`src/rtl/cp0_regfile_pkg.sv`:
```
// cp0_regfile_pkg
//   Shared CP0 definitions: register numbers, Status bit indices, Cause field
//   ranges, mtc0 write masks, reset constants and a masked-merge helper.
//   Optional feature macro used by the users of this package: CP0_TIMER_EN.
package cp0_regfile_pkg;

  localparam logic [4:0] CP0_BADVADDR = 5'd8;
  localparam logic [4:0] CP0_COUNT    = 5'd9;
  localparam logic [4:0] CP0_COMPARE  = 5'd11;
  localparam logic [4:0] CP0_STATUS   = 5'd12;
  localparam logic [4:0] CP0_CAUSE    = 5'd13;
  localparam logic [4:0] CP0_EPC      = 5'd14;
  localparam logic [4:0] CP0_PRID     = 5'd15;

  localparam int STATUS_IE  = 0;
  localparam int STATUS_EXL = 1;
  localparam int STATUS_ERL = 2;

  localparam int CAUSE_EXC_LO = 2;
  localparam int CAUSE_EXC_HI = 6;
  localparam int CAUSE_SW_LO  = 8;
  localparam int CAUSE_SW_HI  = 9;

  localparam logic [31:0] STATUS_WR_MASK = 32'h0000_FF07;
  localparam logic [31:0] COMPARE_RST    = 32'hFFFF_FFFF;

  function automatic logic [31:0] merge_masked(input logic [31:0] old_val,
                                               input logic [31:0] new_val,
                                               input logic [31:0] mask);
    return (old_val & ~mask) | (new_val & mask);
  endfunction

endpackage

```
`src/rtl/cp0_regfile_timer.sv`:
```
// cp0_timer
//   Count/Compare timer. Count free-runs (+1 per cycle, wraps); an mtc0 to
//   Count overrides the increment. timer_pend is sticky, set in any cycle
//   where Count equals Compare, cleared only by an mtc0 to Compare.
//   Instantiated by cp0_regfile only when CP0_TIMER_EN is defined.
// Ports
//   clk, res        clock, async active-high reset
//   count_we        mtc0 to Count this cycle
//   compare_we      mtc0 to Compare this cycle
//   wr_data         mtc0 data
//   count, compare  current register values
//   timer_pend      sticky timer interrupt
module cp0_timer
  import cp0_regfile_pkg::*;
(
  input  logic        clk,
  input  logic        res,
  input  logic        count_we,
  input  logic        compare_we,
  input  logic [31:0] wr_data,
  output logic [31:0] count,
  output logic [31:0] compare,
  output logic        timer_pend
);

  always_ff @(posedge clk or posedge res) begin
    if (res) begin
      count      <= '0;
      compare    <= COMPARE_RST;
      timer_pend <= 1'b0;
    end else begin
      count <= count_we ? wr_data : count + 32'd1;
      if (compare_we)
        compare <= wr_data;
      // Writing Compare acknowledges the interrupt and beats a same-cycle match.
      if (compare_we)
        timer_pend <= 1'b0;
      else if (count == compare)
        timer_pend <= 1'b1;
    end
  end

endmodule

```
`src/rtl/cp0_regfile.sv`:
```
// cp0_regfile
//   Coprocessor-0 register file: Status, Cause, EPC, BadVAddr, Count,
//   Compare, PRId. Takes exception-entry writes, mfc0/mtc0 and eret, and
//   feeds Status/Cause/irq back to the exception priority encoder.
//   Per-register write priority: exception entry > eret > mtc0.
//   Optional macro CP0_TIMER_EN: adds Count/Compare timer (cp0_timer);
//   without it Count/Compare read 0 and timer_pend is 0.
// Ports
//   clk, res                 clock, async active-high reset
//   rd_addr / rd_data        mfc0 (combinational, no write bypass)
//   wr_en/wr_addr/wr_data    mtc0
//   exc_we_* / exc_*         exception-entry writes
//   eret                     exception return strobe
//   hw_irq                   async external interrupt lines
//   cp0_status/cause/epc     register outputs
//   irq                      {timer_pend, hw_sync, Cause[9:8]}
module cp0_regfile #(
  parameter logic [31:0] PRID       = 32'h0001_8000,
  parameter logic        RST_PC_EXL = 1'b1
) (
  input  logic        clk,
  input  logic        res,
  input  logic [4:0]  rd_addr,
  output logic [31:0] rd_data,
  input  logic        wr_en,
  input  logic [4:0]  wr_addr,
  input  logic [31:0] wr_data,
  input  logic        exc_we_status,
  input  logic        exc_we_cause,
  input  logic        exc_we_epc,
  input  logic        exc_we_badvaddr,
  input  logic [31:0] exc_status,
  input  logic [31:0] exc_cause,
  input  logic [31:0] exc_epc,
  input  logic [31:0] exc_badvaddr,
  input  logic        eret,
  input  logic [4:0]  hw_irq,
  output logic [31:0] cp0_status,
  output logic [31:0] cp0_cause,
  output logic [31:0] cp0_epc,
  output logic [7:0]  irq
);
  import cp0_regfile_pkg::*;

  logic [31:0] status;
  logic [1:0]  cause_sw;
  logic [4:0]  exc_code;
  logic [31:0] epc;
  logic [31:0] badvaddr;
  logic [4:0]  hw_meta;
  logic [4:0]  hw_sync;
  logic [31:0] count;
  logic [31:0] compare;
  logic        timer_pend;

  logic mtc0_status, mtc0_cause, mtc0_epc;
  logic unused_exc_cause;

  assign mtc0_status = wr_en && (wr_addr == CP0_STATUS);
  assign mtc0_cause  = wr_en && (wr_addr == CP0_CAUSE);
  assign mtc0_epc    = wr_en && (wr_addr == CP0_EPC);

  // IP bits are live state; only ExcCode comes from the exception encoder.
  assign unused_exc_cause = ^{exc_cause[31:CAUSE_EXC_HI+1], exc_cause[CAUSE_EXC_LO-1:0]};

  always_ff @(posedge clk or posedge res) begin
    if (res) begin
      status <= {29'b0, RST_PC_EXL, 2'b0};
    end else if (exc_we_status) begin
      status <= exc_status;
    end else if (eret) begin
      if (status[STATUS_ERL])
        status[STATUS_ERL] <= 1'b0;
      else
        status[STATUS_EXL] <= 1'b0;
    end else if (mtc0_status) begin
      status <= merge_masked(status, wr_data, STATUS_WR_MASK);
    end
  end

  // Cause is one register: an exception write drops a same-cycle mtc0 Cause.
  always_ff @(posedge clk or posedge res) begin
    if (res) begin
      exc_code <= '0;
      cause_sw <= '0;
    end else if (exc_we_cause) begin
      exc_code <= exc_cause[CAUSE_EXC_HI:CAUSE_EXC_LO];
    end else if (mtc0_cause) begin
      cause_sw <= wr_data[CAUSE_SW_HI:CAUSE_SW_LO];
    end
  end

  always_ff @(posedge clk or posedge res) begin
    if (res) begin
      epc      <= '0;
      badvaddr <= '0;
    end else begin
      if (exc_we_epc)
        epc <= exc_epc;
      else if (mtc0_epc)
        epc <= wr_data;
      if (exc_we_badvaddr)
        badvaddr <= exc_badvaddr;
    end
  end

  always_ff @(posedge clk or posedge res) begin
    if (res) begin
      hw_meta <= '0;
      hw_sync <= '0;
    end else begin
      hw_meta <= hw_irq;
      hw_sync <= hw_meta;
    end
  end

`ifdef CP0_TIMER_EN
  cp0_timer u_timer (
    .clk        (clk),
    .res        (res),
    .count_we   (wr_en && (wr_addr == CP0_COUNT)),
    .compare_we (wr_en && (wr_addr == CP0_COMPARE)),
    .wr_data    (wr_data),
    .count      (count),
    .compare    (compare),
    .timer_pend (timer_pend)
  );
`else
  assign count      = '0;
  assign compare    = '0;
  assign timer_pend = 1'b0;
`endif

  assign cp0_status = status;
  assign cp0_cause  = {16'b0, timer_pend, hw_sync, cause_sw, 1'b0, exc_code, 2'b0};
  assign cp0_epc    = epc;
  assign irq        = {timer_pend, hw_sync, cause_sw};

  always_comb begin
    rd_data = '0;
    case (rd_addr)
      CP0_BADVADDR: rd_data = badvaddr;
      CP0_COUNT:    rd_data = count;
      CP0_COMPARE:  rd_data = compare;
      CP0_STATUS:   rd_data = status;
      CP0_CAUSE:    rd_data = cp0_cause;
      CP0_EPC:      rd_data = epc;
      CP0_PRID:     rd_data = PRID;
      default:      rd_data = '0;
    endcase
  end

endmodule

```
`config.mk`:
```
export PLATFORM = sky130hd
export DESIGN_NAME = cp0_regfile
export DESIGN_NICKNAME = d
export VERILOG_FILES = /design/src/rtl/cp0_regfile_pkg.sv /design/src/rtl/cp0_regfile_timer.sv /design/src/rtl/cp0_regfile.sv
export SDC_FILE = /design/constraint.sdc
export NUM_CORES = 1
export LEC_CHECK = 0
export CORE_AREA = 2 2 124 126
export CTS_CLUSTER_SIZE = 24
export DETAILED_ROUTE_END_ITERATION = 10
export DIE_AREA = 0 0 126 128
export PLACE_DENSITY = 0.87
export SLEW_MARGIN = 20
export SYNTH_ARGS = -nofsm -noshare
export SYNTH_HDL_FRONTEND = slang
export SYNTH_SLANG_ARGS = --single-unit
export TNS_END_PERCENT = 5
```
`constraint.sdc`:
```
create_clock -name clk -period 8.3 [get_ports clk]
set_input_delay 1.66 -clock clk [delete_from_list [all_inputs] [get_ports clk]]
set_output_delay 1.66 -clock clk [all_outputs]
set_load 0.05 [all_outputs]
```
### Yosys cells after proc, flatten, opt, wreduce, memory -nomap -nowiden

Index checks and enable logic that the tools add are counted.

* flip-flop bits (word level): 113
* input port bits: 183
* output and inout port bits: 136
* word-level logic and storage cells: 39

* equal/unequal tests: 10
* mux-type cells: 9
* bitwise logic cells: 2
* reduce and logical (&&, ||, !) cells: 9

Operators with widths (count)
* one-hot mux 32 bit (5 select lines): 1
* two-way mux 32 bit: 4
* equality test 5 x 4 -> 1 bit, second input constant: 8
* OR 32 x 16 -> 32 bit: 1
* two-way mux 29 bit: 1
* AND reduction 2 bit: 3
* nonzero test 2 bit: 2
* logical AND 1 bit: 3
* != test 3 bit, second input constant: 1
* nonzero test 3 bit: 1
* two-way mux 1 bit: 2
* two-way mux 2 bit: 1
* != test 2 bit, second input constant: 1
* NOT 1 bit: 1

### Longest topological paths before layout

Gate-level depths: netlist of run 1.

* depth in word-level cells: 5
* mapped depth: 6

### Worst setup path after synthesis of run 1

Ideal clock, no wire load.

* path kind: in2out
* start: input port rd_addr[4]
* end: output port rd_data[15]
* data arrival time: 3161 ps
* slack: 3479 ps
* stages on the path: 6
* path buffers: 3
* path through: and3b_1 -> buf_2 -> buf_2 -> buf_2 -> clkinv_1 -> o2bb2ai_1

* cells in the longest elaborated chain, start to end: 2

RTL lines
* start, declared: line cp0_regfile.sv:23 `input logic [4:0] rd_addr,`
* equality test 5 x 4 -> 1 bit: line cp0_regfile.sv:141 `case (rd_addr)`
* one-hot mux 32 bit (5 select lines) *: line cp0_regfile.sv:141
* end, declared: line cp0_regfile.sv:24 `output logic [31:0] rd_data,`

Mark *: on every way between the ends. The rest lies on a longest branch, timed or not.

### Final worst setup path of run 1

* start: input port rd_addr[0]
* end: output port rd_data[20]

The elaborated chain is that of the path after synthesis.

==> results of run 1 <==
## cell usage in the layout (no fill, tap or decap), types with 2 or more instances in the layout
cell,synthesis,layout
inv_1,36,35
buf_4,28,6
nand3_1,52,52
clkinv_2,0,3
a221o_1,18,18
conb_1,1,21
a31oi_1,9,9
nand4b_1,33,33
bufinv_16,0,3
nand2_1,33,33
o311ai_1,32,32
clkinvlp_4,0,5
mux2_1,6,6
o21ai_1,9,9
clkbuf_16,0,17
dfrtp_1,112,112
and2_4,2,2
nand4_1,13,13
buf_2,18,3
clkbuf_8,0,2
mux2_2,55,55
nor2_1,6,5
a2bb2oi_1,7,7
clkdlybuf4s50_1,0,267
and3_1,19,19
## through the flow
stage	setup slack [ns]	area, um^2	hold WS [ns]	power (mW)
final	1.606	9034	0.3461	1.873
after global routing	1.505	9034	0.3553	1.939
after CTS	1.620	9034	0.3473	1.885
after detailed placement	1.637	8421	0.3347	1.119
after global placement	1.673	8421	0.3324	1.111
after floorplan	3.479	5868	0.3312	0.9286
## power breakdown
part | total, mW | internal, mW | leakage, nW | switching (mW)
registers | 0.646 | 0.604 | 1.33 | 0.0420
logic | 0.465 | 0.187 | 2.10 | 0.279
clock network | 0.762 | 0.487 | 0.287 | 0.275
total | 1.87 | 1.28 | 3.72 | 0.595
## state kept, by name, summed over array words and instances, names as in the netlist
signal and count:
badvaddr 32, cause_sw 2, cp0_epc 32, cp0_status 32
exc_code 5, hw_meta 5, hw_sync 5
## final cells by class
cell class / count / area share [%]
Clock buffer: 19 / 5.014
Clock inverter: 13 / 1.773
Inverter: 38 / 1.607
Multi-Input combinational cell: 332 / 27.44
Sequential cell: 113 / 31.32
Tap cell: 188 / 2.604
Timing Repair Buffer: 276 / 30.25
## synth_stat cells (2+ instances only)
library cell / n
nand4b_1: 33
mux2_2: 55
o21ai_1: 9
a221o_1: 18
o311ai_1: 32
mux2_1: 6
nand2_1: 33
nand4_1: 13
buf_4: 28
and2_4: 2
and3_1: 19
a31oi_1: 9
dfrtp_1: 112
clkbuf_1: 29
nand3_1: 52
buf_2: 18
inv_1: 36
nor2_1: 6
a2bb2oi_1: 7
## routing by layer
| layer | wire, um | share of wire [%] | global-route usage (%) | up-vias |
|---|---|---|---|---|
| met5 | 0 | 0 | 0 | - |
| li1 | - | - | - | 2435 |
| met2 | 10170 | 50 | 41.90 | 290 |
| met4 | 377 | 1.9 | 8.533 | 0 |
| met3 | 1615 | 7.9 | 6.636 | 36 |
| met1 | 8156 | 40 | 31.01 | 2706 |
## worst paths after layout
| kind | start | end | slack [ns] | cells past startpoint |
|---|---|---|---|---|
| worst min register to register | hw_meta[3]$_DFF_PP0_ | hw_sync[3]$_DFF_PP0_ | 0.35 | 0 |
| worst min-delay path | hw_meta[3]$_DFF_PP0_ | hw_sync[3]$_DFF_PP0_ | 0.35 | 0 |
| worst max register to register | cp0_status[2]$_DFFE_PP1P_ | cp0_status[1]$_DFFE_PP0P_ | 6.90 | 3 |
| max in group asynchronous | res | cp0_epc[8]$_DFFE_PP0P_ | 5.31 | 3 |
| worst max-delay path | rd_addr[0] | rd_data[20] | 1.61 | 5 |
| min in group asynchronous | res | badvaddr[28]$_DFFE_PP0P_ | 1.64 | 2 |
## cell families after synthesis
family / after synthesis / synth area share, %
other: 1 / 0.06473
buffers and inverters: 116 / 10.04
multiplexers: 61 / 11.86
AND/OR/NAND/NOR: 167 / 17.34
flip-flops: 113 / 48.83
AO/OA/AOI/OAI: 83 / 11.86
==> impl_metrics.toml, run 1 <==
[finish]
utilization_pct = 60.77
fillCellCount = 1224
n_antenna_cell = 0
drive_above_1_share_pct = 13.78
regArea_um2 = 2829
finalNetCount = 961
area_delta_synth_final_pct = 55.94
multi_input_area_um2 = 2479
instances_no_fill = 979

[synthesis]
async_flop_share_pct = 100.0
netlist_area_um2 = 5793
netlist_instances = 541
ys_seq_elements = 113
synth-seq-area-share_pct = 48.83
synth_area_leaders = "dfrtp_1, mux2_2, nand4b_1, o311ai_1, nand3_1"
ys_types = 43
synth-main-ff-cell = "dfrtp_1"
avgSynthCellArea_um2 = 10.71
synth_edf_count = 0
yosysWarningCount = 0
synth_largest_area_cell = "dfrtp_1"
synthDominantCellAreaShare_pct = 48.38

[job]
max_cap_violations = 0

[grt]
grt_pass1_wl_um = 30960
grt_max_degree = 97
grt_pass1_vias = 5551
antenna_found_initial = 0
grt.overflow.total = 0
track_usage_pct = 24.85

[timing]
final-max-slew-violation-count = 0
fin_crit_ns = 6.694
fin_skew_ns = 0.002506
min_period_over_period_pct = 80.65
slew_headroom_pct = 35.26
setup_viol = 0
worstMarginPinSlew_ns = 0.9711
final-hold-violation-count = 0
setup_tns_ns = 0
max_freq_mhz = 149.4
rsz0062_at_grt = "no"

[worst_setup_path]
crit_type = "primary input to output port"
critPathRequiredTime_ns = 6.64
critical_path_arrival_ns = 5.03
worst_setup_path_end_kind = "output port"
cpMostUsedCell = "clkdlybuf4s50_1"
cp_slowest_stage_delay_ns = 0.87
worst-path-buf-inv = 2
start_kind = "primary input"
cpLargestDelayFamily = "simple AND/OR/NAND/NOR gates"
crit_fanout = 20
crit_chain = "clkdlybuf4s50_1 > nor4b_4 > and2_1 > a221o_1 > clkdlybuf4s50_1"
slowest_stage = "and2_1"

[clock_network]
clockBufferDepth = 2
root_buffer = "clkbuf_16"
cts_resized = 0
cts_setup_buffers = 0
htree_levels = 4
cts_tree = "done"
hold_buffers = 0
path_clk_slew_ns = 0.06
numCtsBuffers = 17
clk_latency_ns = 0.41
clkSinkCount = 113

[detailed_routing]
routed_via_density = 5.584
firstDrtPassIters = 5
drt-initial-drc-count = 426
drcViolationCount = 0
wl_per_cell_um = 20.75
wl_um = 20320
num_vias = 5467
ant_nets = 0

[floorplan]
die-area_um2 = 16130
die_y_um = 128
core_area_um2 = 14860
ioPinCount = 319
row_count = 45
start_util_pct = 38.97
fp.dieW_um = 126

[hold_path]
hp-class = "register to register"

[placed_design]
placed_cells = 947
port_buffers = 270
globalplace.congestion = 0.8305
dp_hpwl_um = 13640

[power]
power_per_cell_area_nw_per_um2 = 207.3
vdd.ir_drop.worst_v = 0.0001402
cellLeakagePower_nw = 3.724

[status]
status = "finished clean"
Note: power is estimated with default switching activity, not from simulation.
==> inputs of run 2 (changes only) <==
Settings changed: CORE_AREA 2 2 124 126 to default, CORE_UTILIZATION from default to 36, DIE_AREA 0 0 126 128 to default, PLACE_DENSITY 0.87 to 0.84.
Clock period 8.3 ns to 6.1 ns, I/O delays scaled along.
==> impl_metrics.toml, run 2 (same netlist as run 1, synthesis figures left out) <==
[status]
status = "finished clean"

[power]
switching_share_pct = 29.30
power_per_cell_area_nw_per_um2 = 295.2
power_frac_seq_pct = 32.7
p_sw_uw = 786.7
comb_power_share_pct = 23.6
power.total_mw = 2.685
vdd.ir_drop.worst_v = 0.0001689
power.clock.fraction_pct = 43.7
p_int_mw = 1.898
cellLeakagePower_nw = 3.811

[placed_design]
port_buffers = 270
place_ws_ns = 0.9371
dp_hpwl_um = 13360
globalplace.congestion = 0.8244

[floorplan]
die_y_um = 128.9
die-area_um2 = 16600
start_util_pct = 36.73
ioPinCount = 319
core_area_um2 = 15770
row_count = 46
fp.dieW_um = 128.9

[clock_network]
cts_tree = "done"
cts_setup_buffers = 0
clk_latency_ns = 0.41
clockBufferDepth = 2
root_buffer = "clkbuf_16"
path_clk_slew_ns = 0.05
htree_levels = 4
clkSinkCount = 113
cts_resized = 0
numCtsBuffers = 17
hold_buffers = 0

[timing]
slew_headroom_pct = 35.28
fin_skew_ns = 0.0007132
fin_crit_ns = 5.230
rsz0062_at_grt = "no"
final-max-slew-violation-count = 0
setup_viol = 0
worstMarginPinSlew_ns = 0.9708
min_period_over_period_pct = 85.74
final-hold-violation-count = 0
setup_tns_ns = 0
hold_ws_ns = 0.3469
fin_ws_ns = 0.8701
max_freq_mhz = 191.2

[detailed_routing]
drt-initial-drc-count = 344
wl_per_cell_um = 20.05
num_vias = 5549
ant_nets = 0
drcViolationCount = 0
routed_via_density = 5.516
wl_um = 20170
firstDrtPassIters = 5

[finish]
area_delta_synth_final_pct = 57.00
fillCellCount = 1334
n_antenna_cell = 0
layout_common_cells = "clkdlybuf4s50_1, dfrtp_1, mux2_2, nand3_1, inv_1"
final_common_cell = "clkdlybuf4s50_1"
finalNetCount = 961
drive_above_1_share_pct = 16.08

[grt]
antenna_found_initial = 0
grt.overflow.total = 0
track_usage_pct = 24.21
grt_pass1_vias = 5373
grt_pass1_wl_um = 30140
grt_max_degree = 97

[worst_setup_path]
worst-path-buf-inv = 2
slowest_stage = "and2_1"
worst_setup_path_end_kind = "output port"
crit_type = "primary input to output port"
critPathRequiredTime_ns = 4.88
cpLargestDelayFamily = "simple AND/OR/NAND/NOR gates"
cp_slowest_stage_delay_ns = 0.87
critical_path_arrival_ns = 4.01
start_kind = "primary input"
rrSetupSlack_ns = 4.73
crit_fanout = 20
crit_chain = "clkdlybuf4s50_1 > nor4b_4 > and2_1 > a221o_1 > buf_4"

[job]
max_cap_violations = 0

[hold_path]
hp-class = "register to register"
==> run 2: cell types whose count changed in the layout (fill, tap and decap cells not counted), sizes merged <==
| cell | delta |
|---|---|
| bufinv | +4 |
| clkdlybuf4s50 | -20 |
| clkbuf | +1 |
| clkinvlp | -4 |
| inv | -1 |
| buf | +20 |
| clkinv | -1 |
==> run 2: metrics by stage <==
| stage | instance area, um^2 | utilization (%) | std cells |
|---|---|---|---|
| 2_1_floorplan | 5868 | - | 561 |
| 3_3_place_gp | 8406 | 53.30 | 975 |
| 3_5_place_dp | 8406 | 53.30 | 975 |
| 4_1_cts | 9095 | 57.67 | 1006 |
| 5_1_grt | 9095 | 57.67 | 1006 |
| 6_report | 9095 | 57.67 | 1006 |
==> run 2: final timing paths <==
kind,from,end,cells after the start
worst min-delay path,hw_meta[2]$_DFF_PP0_,hw_sync[2]$_DFF_PP0_,0
worst max-delay path,rd_addr[0],rd_data[7],5
worst max register to register,cp0_status[2]$_DFFE_PP1P_,cp0_status[1]$_DFFE_PP0P_,3
worst min register to register,hw_meta[2]$_DFF_PP0_,hw_sync[2]$_DFF_PP0_,0
max in group asynchronous,res,cp0_status[30]$_DFFE_PP0P_,3
min in group asynchronous,res,badvaddr[13]$_DFFE_PP0P_,2
==> run 2: worst register-to-register path, stage by stage, from the launching register on <==
cell and delay [ns]:
dfstp_2 0.55, inv_1 0.04, a221oi_1 0.31, mux2_1 0.35
==> run 2: cell type report <==
type	count	area (um^2)	area share, %
clock inverter	11	232.7	2.559
tap	216	270.3	2.972
multi-input combinational	332	2479	27.25
clock buffer	20	456.7	5.021
inverter	38	145.1	1.596
timing repair buffer	276	2683	29.50
sequential	113	2829	31.10
==> run 2: power groups by stage <==
| stage | sequential, mW | clock (mW) | combinational (mW) |
|---|---|---|---|
| 2_1_floorplan | 1.04 | 0 | 0.221 |
| 3_3_place_gp | 0.886 | 0 | 0.626 |
| 3_5_place_dp | 0.889 | 0 | 0.632 |
| 4_1_cts | 0.877 | 1.19 | 0.635 |
| 5_1_grt | 0.885 | 1.23 | 0.663 |
| 6_report | 0.877 | 1.17 | 0.633 |
==> run 2: routing by layer <==
layer	global-route usage [%]	part of all wire, %
met1	31.25	42
met4	9.827	2.3
met3	4.865	7.7
met2	39.75	48
met5	0	0
